[src/rtl/core_acc_mc_if.sv]
// rtl/core_acc_mc_if.sv - input-beat and result streams of the multi-lane accumulator
//
// Signals:
//   idata        NUM_CH*IDATA_WIDTH  packed lane inputs (lane k at [k*IDATA_WIDTH +: IDATA_WIDTH])
//   idata_valid  1                   input beat offered
//   idata_ready  1                   input beat can be accepted
//   odata        NUM_CH*ODATA_WIDTH  packed lane results (same packing rule)
//   odata_valid  1                   result held
//   odata_ready  1                   downstream accepts result
// Modports: master = beat source / result sink, slave = accumulator.
interface core_acc_mc_if #(
    parameter int NUM_CH      = 4,
    parameter int IDATA_WIDTH = 24,
    parameter int ODATA_WIDTH = 32
) ();
    logic [NUM_CH*IDATA_WIDTH-1:0] idata;
    logic                          idata_valid;
    logic                          idata_ready;
    logic [NUM_CH*ODATA_WIDTH-1:0] odata;
    logic                          odata_valid;
    logic                          odata_ready;

    modport master (
        output idata, idata_valid, odata_ready,
        input  idata_ready, odata, odata_valid
    );

    modport slave (
        input  idata, idata_valid, odata_ready,
        output idata_ready, odata, odata_valid
    );
endinterface

[src/rtl/core_acc_mc.sv]
// rtl/core_acc_mc.sv - multi-lane signed accumulator emitting one result per group of beats
//
// Ports:
//   clk          clock, all state on rising edge
//   rstn         asynchronous active-low reset
//   cfg_acc_num  beats per group (0 and 1 both mean one beat per group), latched on a group's first beat
//   cfg_clr      synchronous flush of partial sums and beat counter; result register untouched
//   bus          core_acc_mc_if.slave: idata/idata_valid/idata_ready in, odata/odata_valid/odata_ready out
// Configuration macro:
//   CORE_ACC_SAT_EN  defined: each per-lane addition clamps to the signed ODATA_WIDTH range;
//                    undefined: additions wrap modulo 2^ODATA_WIDTH.
module core_acc_mc #(
    parameter int NUM_CH               = 4,
    parameter int IDATA_WIDTH          = 24,
    parameter int ODATA_WIDTH          = 32,
    parameter int CDATA_ACCU_NUM_WIDTH = 8
) (
    input  logic                            clk,
    input  logic                            rstn,
    input  logic [CDATA_ACCU_NUM_WIDTH-1:0] cfg_acc_num,
    input  logic                            cfg_clr,
    core_acc_mc_if.slave                    bus
);

    localparam logic [CDATA_ACCU_NUM_WIDTH-1:0] CNT_ONE = 1;

    logic signed [ODATA_WIDTH-1:0]    acc [NUM_CH];
    logic signed [ODATA_WIDTH-1:0]    sum [NUM_CH];
    logic [CDATA_ACCU_NUM_WIDTH-1:0]  cnt;
    logic [CDATA_ACCU_NUM_WIDTH-1:0]  n_lat;
    logic [CDATA_ACCU_NUM_WIDTH-1:0]  grp_n;
    logic                             final_beat;
    logic                             accept;
    logic [NUM_CH*ODATA_WIDTH-1:0]    odata_q;
    logic                             odata_valid_q;

    // Sign-extend the lane input and add it to the lane accumulator.
    function automatic logic signed [ODATA_WIDTH-1:0] lane_add(
        input logic signed [ODATA_WIDTH-1:0] a,
        input logic signed [IDATA_WIDTH-1:0] b
    );
`ifdef CORE_ACC_SAT_EN
        logic signed [ODATA_WIDTH:0] wide;
        wide = (ODATA_WIDTH+1)'(a) + (ODATA_WIDTH+1)'(b);
        // One guard bit disagreeing with the result sign flags overflow.
        if (wide[ODATA_WIDTH] != wide[ODATA_WIDTH-1]) begin
            if (wide[ODATA_WIDTH]) begin
                lane_add = {1'b1, {(ODATA_WIDTH-1){1'b0}}};
            end else begin
                lane_add = {1'b0, {(ODATA_WIDTH-1){1'b1}}};
            end
        end else begin
            lane_add = wide[ODATA_WIDTH-1:0];
        end
`else
        lane_add = a + ODATA_WIDTH'(b);
`endif
    endfunction

    // The live config governs the first beat of a group; later beats use the latched length.
    assign grp_n      = (cnt == '0) ? cfg_acc_num : n_lat;
    assign final_beat = (grp_n <= CNT_ONE) || (cnt == grp_n - CNT_ONE);

    // Only a final beat needs the result register, so only it stalls on backpressure.
    assign bus.idata_ready = rstn & ~cfg_clr & ~(final_beat & odata_valid_q & ~bus.odata_ready);
    assign accept          = bus.idata_valid & bus.idata_ready;

    assign bus.odata       = odata_q;
    assign bus.odata_valid = odata_valid_q;

    always_comb begin
        for (int k = 0; k < NUM_CH; k++) begin
            sum[k] = '0;
            sum[k] = lane_add(acc[k], bus.idata[k*IDATA_WIDTH +: IDATA_WIDTH]);
        end
    end

    always_ff @(posedge clk or negedge rstn) begin
        if (!rstn) begin
            for (int k = 0; k < NUM_CH; k++) begin
                acc[k] <= '0;
            end
            cnt           <= '0;
            n_lat         <= '0;
            odata_q       <= '0;
            odata_valid_q <= 1'b0;
        end else begin
            // A load later in this block overrides the handshake clear.
            if (odata_valid_q && bus.odata_ready) begin
                odata_valid_q <= 1'b0;
            end
            if (cfg_clr) begin
                for (int k = 0; k < NUM_CH; k++) begin
                    acc[k] <= '0;
                end
                cnt <= '0;
            end else if (accept) begin
                if (cnt == '0) begin
                    n_lat <= cfg_acc_num;
                end
                if (final_beat) begin
                    for (int k = 0; k < NUM_CH; k++) begin
                        odata_q[k*ODATA_WIDTH +: ODATA_WIDTH] <= sum[k];
                        acc[k] <= '0;
                    end
                    cnt           <= '0;
                    odata_valid_q <= 1'b1;
                end else begin
                    for (int k = 0; k < NUM_CH; k++) begin
                        acc[k] <= sum[k];
                    end
                    cnt <= cnt + CNT_ONE;
                end
            end
        end
    end

endmodule

[src/flat_wrapper.sv]
// flat-port wrapper written by rule: the top's interface ports become plain ports
module core_acc_mc_flat 
#(
    parameter int NUM_CH               = 4,
    parameter int IDATA_WIDTH          = 24,
    parameter int ODATA_WIDTH          = 32,
    parameter int CDATA_ACCU_NUM_WIDTH = 8
)
  (clk, rstn, cfg_acc_num, cfg_clr, bus_idata, bus_idata_valid, bus_odata_ready, bus_idata_ready, bus_odata, bus_odata_valid);
  core_acc_mc_if #(.NUM_CH(NUM_CH), .IDATA_WIDTH(IDATA_WIDTH), .ODATA_WIDTH(ODATA_WIDTH)) bus_i ();
  input  logic clk;
  input  logic rstn;
  input  logic [CDATA_ACCU_NUM_WIDTH-1:0] cfg_acc_num;
  input  logic cfg_clr;
  input wire logic [$bits(bus_i.idata)-1:0] bus_idata;
  input wire logic [$bits(bus_i.idata_valid)-1:0] bus_idata_valid;
  input wire logic [$bits(bus_i.odata_ready)-1:0] bus_odata_ready;
  output wire logic [$bits(bus_i.idata_ready)-1:0] bus_idata_ready;
  output wire logic [$bits(bus_i.odata)-1:0] bus_odata;
  output wire logic [$bits(bus_i.odata_valid)-1:0] bus_odata_valid;
  assign bus_i.idata = bus_idata;
  assign bus_i.idata_valid = bus_idata_valid;
  assign bus_i.odata_ready = bus_odata_ready;
  assign bus_idata_ready = bus_i.idata_ready;
  assign bus_odata = bus_i.odata;
  assign bus_odata_valid = bus_i.odata_valid;
  core_acc_mc #(.NUM_CH(NUM_CH), .IDATA_WIDTH(IDATA_WIDTH), .ODATA_WIDTH(ODATA_WIDTH), .CDATA_ACCU_NUM_WIDTH(CDATA_ACCU_NUM_WIDTH)) u_core (.clk(clk), .rstn(rstn), .cfg_acc_num(cfg_acc_num), .cfg_clr(cfg_clr), .bus(bus_i));
endmodule
[config.mk]
export PLATFORM = sky130hd
export DESIGN_NAME = core_acc_mc_flat
export DESIGN_NICKNAME = d
export VERILOG_FILES = /design/src/rtl/core_acc_mc_if.sv /design/src/rtl/core_acc_mc.sv /design/src/flat_wrapper.sv
export SDC_FILE = /design/constraint.sdc
export NUM_CORES = 1
export LEC_CHECK = 0
export ABC_AREA = 1
export CELL_PAD_IN_SITES_DETAIL_PLACEMENT = 1
export CELL_PAD_IN_SITES_GLOBAL_PLACEMENT = 1
export CORE_MARGIN = 5
export CORE_UTILIZATION = 30
export CTS_CLUSTER_SIZE = 40
export DETAILED_ROUTE_END_ITERATION = 7
export GPL_TIMING_DRIVEN = 0
export PLACE_DENSITY_LB_ADDON = 0.12
export SLEW_MARGIN = 20
export SYNTH_ARGS = -nofsm -noshare
export SYNTH_HDL_FRONTEND = slang
export SYNTH_SLANG_ARGS = --single-unit
[constraint.sdc]
create_clock -name clk -period 5.2 [get_ports clk]
set_input_delay 1.04 -clock clk [delete_from_list [all_inputs] [get_ports clk]]
set_output_delay 1.04 -clock clk [all_outputs]
set_load 0.005 [all_outputs]
==> results by group <==
Route
  • Post-route DRC violation count: 0
  • Post-route ant nets: 0
  • Vias/cell: 4.97
  • Initial DRC Count: 720
  • Drt pass-1 iters: 5
  • Drt total wl: 71.4 mm
  • Vias: 18.4k
  • Post-DR wirelength/cell: 19.3 um

Floorplanning
  • # rows: 91
  • I/O pin cnt: 239
  • Core area: 61700 sq um
  • Die Y: 259 um
  • Die ar.: 67300 sq um
  • Die width: 259 um
  • Initial core utilization: 30.3%

Global route
  • Pin count of the biggest net entering global routing: 93
  • Global route overflow: 0
  • Initial antenna violation count: 4
  • GRT Util Overall: 20.9%
  • First-pass GRT wire length: 113 mm
  • Vias in the first global route: 19.9k

Clocking
  • CTS tree: built
  • H-tree depth: 2
  • Hold-fix buffers, CTS: 0
  • # clock sinks: 273
  • Max clock buf depth: 3
  • Clock root buffer: clkbuf_16
  • Postcts setup bufs: 0
  • Clock-pin slew on the worst setup and hold paths: 0.06 ns
  • Worst-Skew Late Latency: 0.56 ns
  • Num CTS Buffers: 37

STA
  • Tcrit/Tclk final: 90.5%
  • Worst-Margin Slew: 1.06 ns
  • Final Max Slew Viols: 0
  • Setup TNS: 0 ns
  • RSZ-0062 raised after global routing: false
  • Min cycle time layout: 4.70 ns
  • Final setup fails: 0
  • Worst Clk Skew: 0.0172 ns
  • Fin. Hold Viols: 0
  • Maximum clock rate: 213 MHz
  • Slew margin rel.: 29.6%

Worst setup path
  • RR Endpoint: u_core.bus.odata[53]
  • Crit-path max FO: 28
  • CP startpoint kind: register
  • Worst Setup SP: u_core.cnt[0]
  • Cell depth of the worst flop-to-flop path: 21
  • Reg-to-reg slack, setup: 0.52 ns
  • Crit path required time: 4.16 ns
  • WS Path Type: reg -> out
  • Crit path capture: bus_idata_ready
  • FF-to-FF Start: u_core.cnt[0]
  • CP Data Arrival Time: 3.66 ns
  • Crit. End Element: output pin

Synth
  • Synth Register Bits: 273
  • Post-Synthesis Cells: 2557
  • Syn avg cell area: 7.30 sq um
  • Post-synthesis net count: 2798
  • Netlist cell types: 40
  • Synth Cell Area: 18700 sq um
  • Sequential share of the synthesized area: 36.6%
  • Ys Warns: 0

Run
  • Max-cap violations: 0

Power
  • Int Pwr: 7580 uW
  • P_leak: 0.0115 uW
  • IR Drop Worst-Case VDD: 0.235 mV
  • Sw Share: 43.6%
  • Power share of the clock group: 19.8%
  • Net switching power: 5860 uW
  • Seq pwr share: 26.7%
  • Pwr Total: 13400 uW
  • Combinational share of power: 53.5%
  • Power Density: 573 nW/um^2

Finish
  • Area Growth Syn to Fin: 25.6%
  • Filler Cell Count: 7635
  • Non-Filler Instances: 3700
  • Final net count: 3075
  • Final core occ: 38.0%
  • Leading cell type in the layout, fill and taps excluded: nand2_1
  • Fraction of layout cells with a size suffix above 1: 4.79%
  • FF/Latch Area: 6830 sq um
  • Commonest cells after routing, fill and taps aside: 735 x nand2_1, 273 x dfrtp_1, 235 x clkdlybuf4s50_1
  • Area occupied by multi-input gates: 10600 sq um

Placed design
  • RD Place Congestion: 0.909
  • DP Wirelength: 56.5 mm
  • Placed cell count: 3634
  • Port bufs: 237

Run status
  • Status: finished, final reports clean

Worst hold path
  • Min-delay worst type: in -> async
## per-layer routing
metal	wire, um	GRT usage, %	part of all wire [%]	vias to the layer above
li1	-	-	-	9033
met1	32800	27.4	46	8993
met2	34800	36.6	49	264
met3	2440	3.15	3.4	80
met4	1420	4.54	2.0	4
met5	27	0	0.038	-
## power groups by stage
stage	Sequential, uW	Clock [uW]	Combinational, uW
after global routing	3710	2830	8090
after CTS	3600	2750	7290
after detailed placement	3620	0	7250
final	3590	2660	7200
after floorplan	3520	0	4360
after global placement	3610	0	7130
## metrics by stage
| step | area (sq um) | hold slack (ns) | setup slack [ns] |
|---|---|---|---|
| after floorplan | 18700 | 0.453 | 1.27 |
| after global placement | 22100 | 0.466 | -9.65 |
| after detailed placement | 22200 | 0.472 | -0.713 |
| after CTS | 23400 | 0.283 | 0.0224 |
| after global routing | 23400 | 0.303 | 0.0766 |
| final | 23400 | 0.317 | 0.496 |
## worst min path at each step
stage,start,to,slack [ns]
floorplan,u_core.n_lat[0],u_core.n_lat[0],0.45
global placement,u_core.bus.odata[85],u_core.bus.odata[85],0.47
detailed placement,u_core.bus.odata[24],u_core.bus.odata[24],0.47
CTS,rstn,u_core.acc[79],0.28
global route,rstn,u_core.acc[79],0.30
finish,rstn,u_core.acc[79],0.32
## synth_stat cells (all sizes together)
cell / instances / area share, %
o21a: 10 / 0.40
o21bai: 15 / 0.60
nand3: 210 / 5.7
and2: 3 / 0.10
dfrtp: 273 / 37
a21boi: 12 / 0.48
nor2: 147 / 3.1
o2111ai: 1 / 0.047
a31oi: 14 / 0.47
nand2: 741 / 15
o211ai: 2 / 0.080
ha: 128 / 8.6
clkbuf: 55 / 1.1
nand3b: 7 / 0.28
o21ai: 210 / 5.7
fa: 4 / 0.43
o221ai: 5 / 0.23
xnor2: 68 / 3.2
or2: 1 / 0.034
a21oi: 151 / 4.0
buf: 48 / 1.6
inv: 208 / 4.2
xor2: 60 / 2.8
a31o: 1 / 0.047
nor4: 3 / 0.10
nor3: 146 / 3.9
a21o: 18 / 0.72
nand4: 15 / 0.50
a221oi: 1 / 0.047
## timing repair
| item | CTS | global route |
|---|---|---|
| endpoints found under the setup margin | 1 | 1 |
| resized for setup | 2 | 3 |
| endpoints found under the hold margin | 0 | 0 |
## layout make-up
| type | instances | area share (%) |
|---|---|---|
| Clock inverter | 15 | 0.736 |
| Tap cell | 837 | 4.47 |
| Buffer | 101 | 2.17 |
| Inverter | 208 | 3.33 |
| Timing Repair Buffer | 240 | 10.5 |
| Antenna cell | 3 | 0.0320 |
| Multi-Input combinational cell | 1973 | 45.0 |
| Sequential cell | 273 | 29.1 |
| Clock buffer | 50 | 4.59 |
## logic make-up after synthesis
kind of cell	Yosys count	synth area share, %
compound gates	440	12.8
flops	273	36.6
xor+xnor	128	6.01
buf+inv	311	6.87
fa+ha+maj	132	9.01
simple gates	1273	28.7
## registers in the layout, summed over array words and instances, names as in the netlist
register	count
u_core.n_lat	8
u_core.bus.odata	128
u_core.cnt	8
u_core.acc	128
u_core.bus.odata_valid	1
## critical path, cell delays in order, from the launching register on
cell and delay [ns]:
dfrtp_1 0.44, inv_1 0.14, ha_1 0.20, nand2_2 0.07
nor2_4 0.21, nand2_4 0.09, buf_6 0.15, nand2_1 0.07
nand2_2 0.08, ha_1 0.32, xor2_1 0.15, nand3_1 0.09
nor2_1 0.11, nand2_1 0.06, nor2_1 0.11, nand3_1 0.09
nand2_1 0.13, buf_12 0.24, a21boi_0 0.14, dlymetal6s2s_1 0.23
No activity file was read; power rests on OpenSTA's default activity.
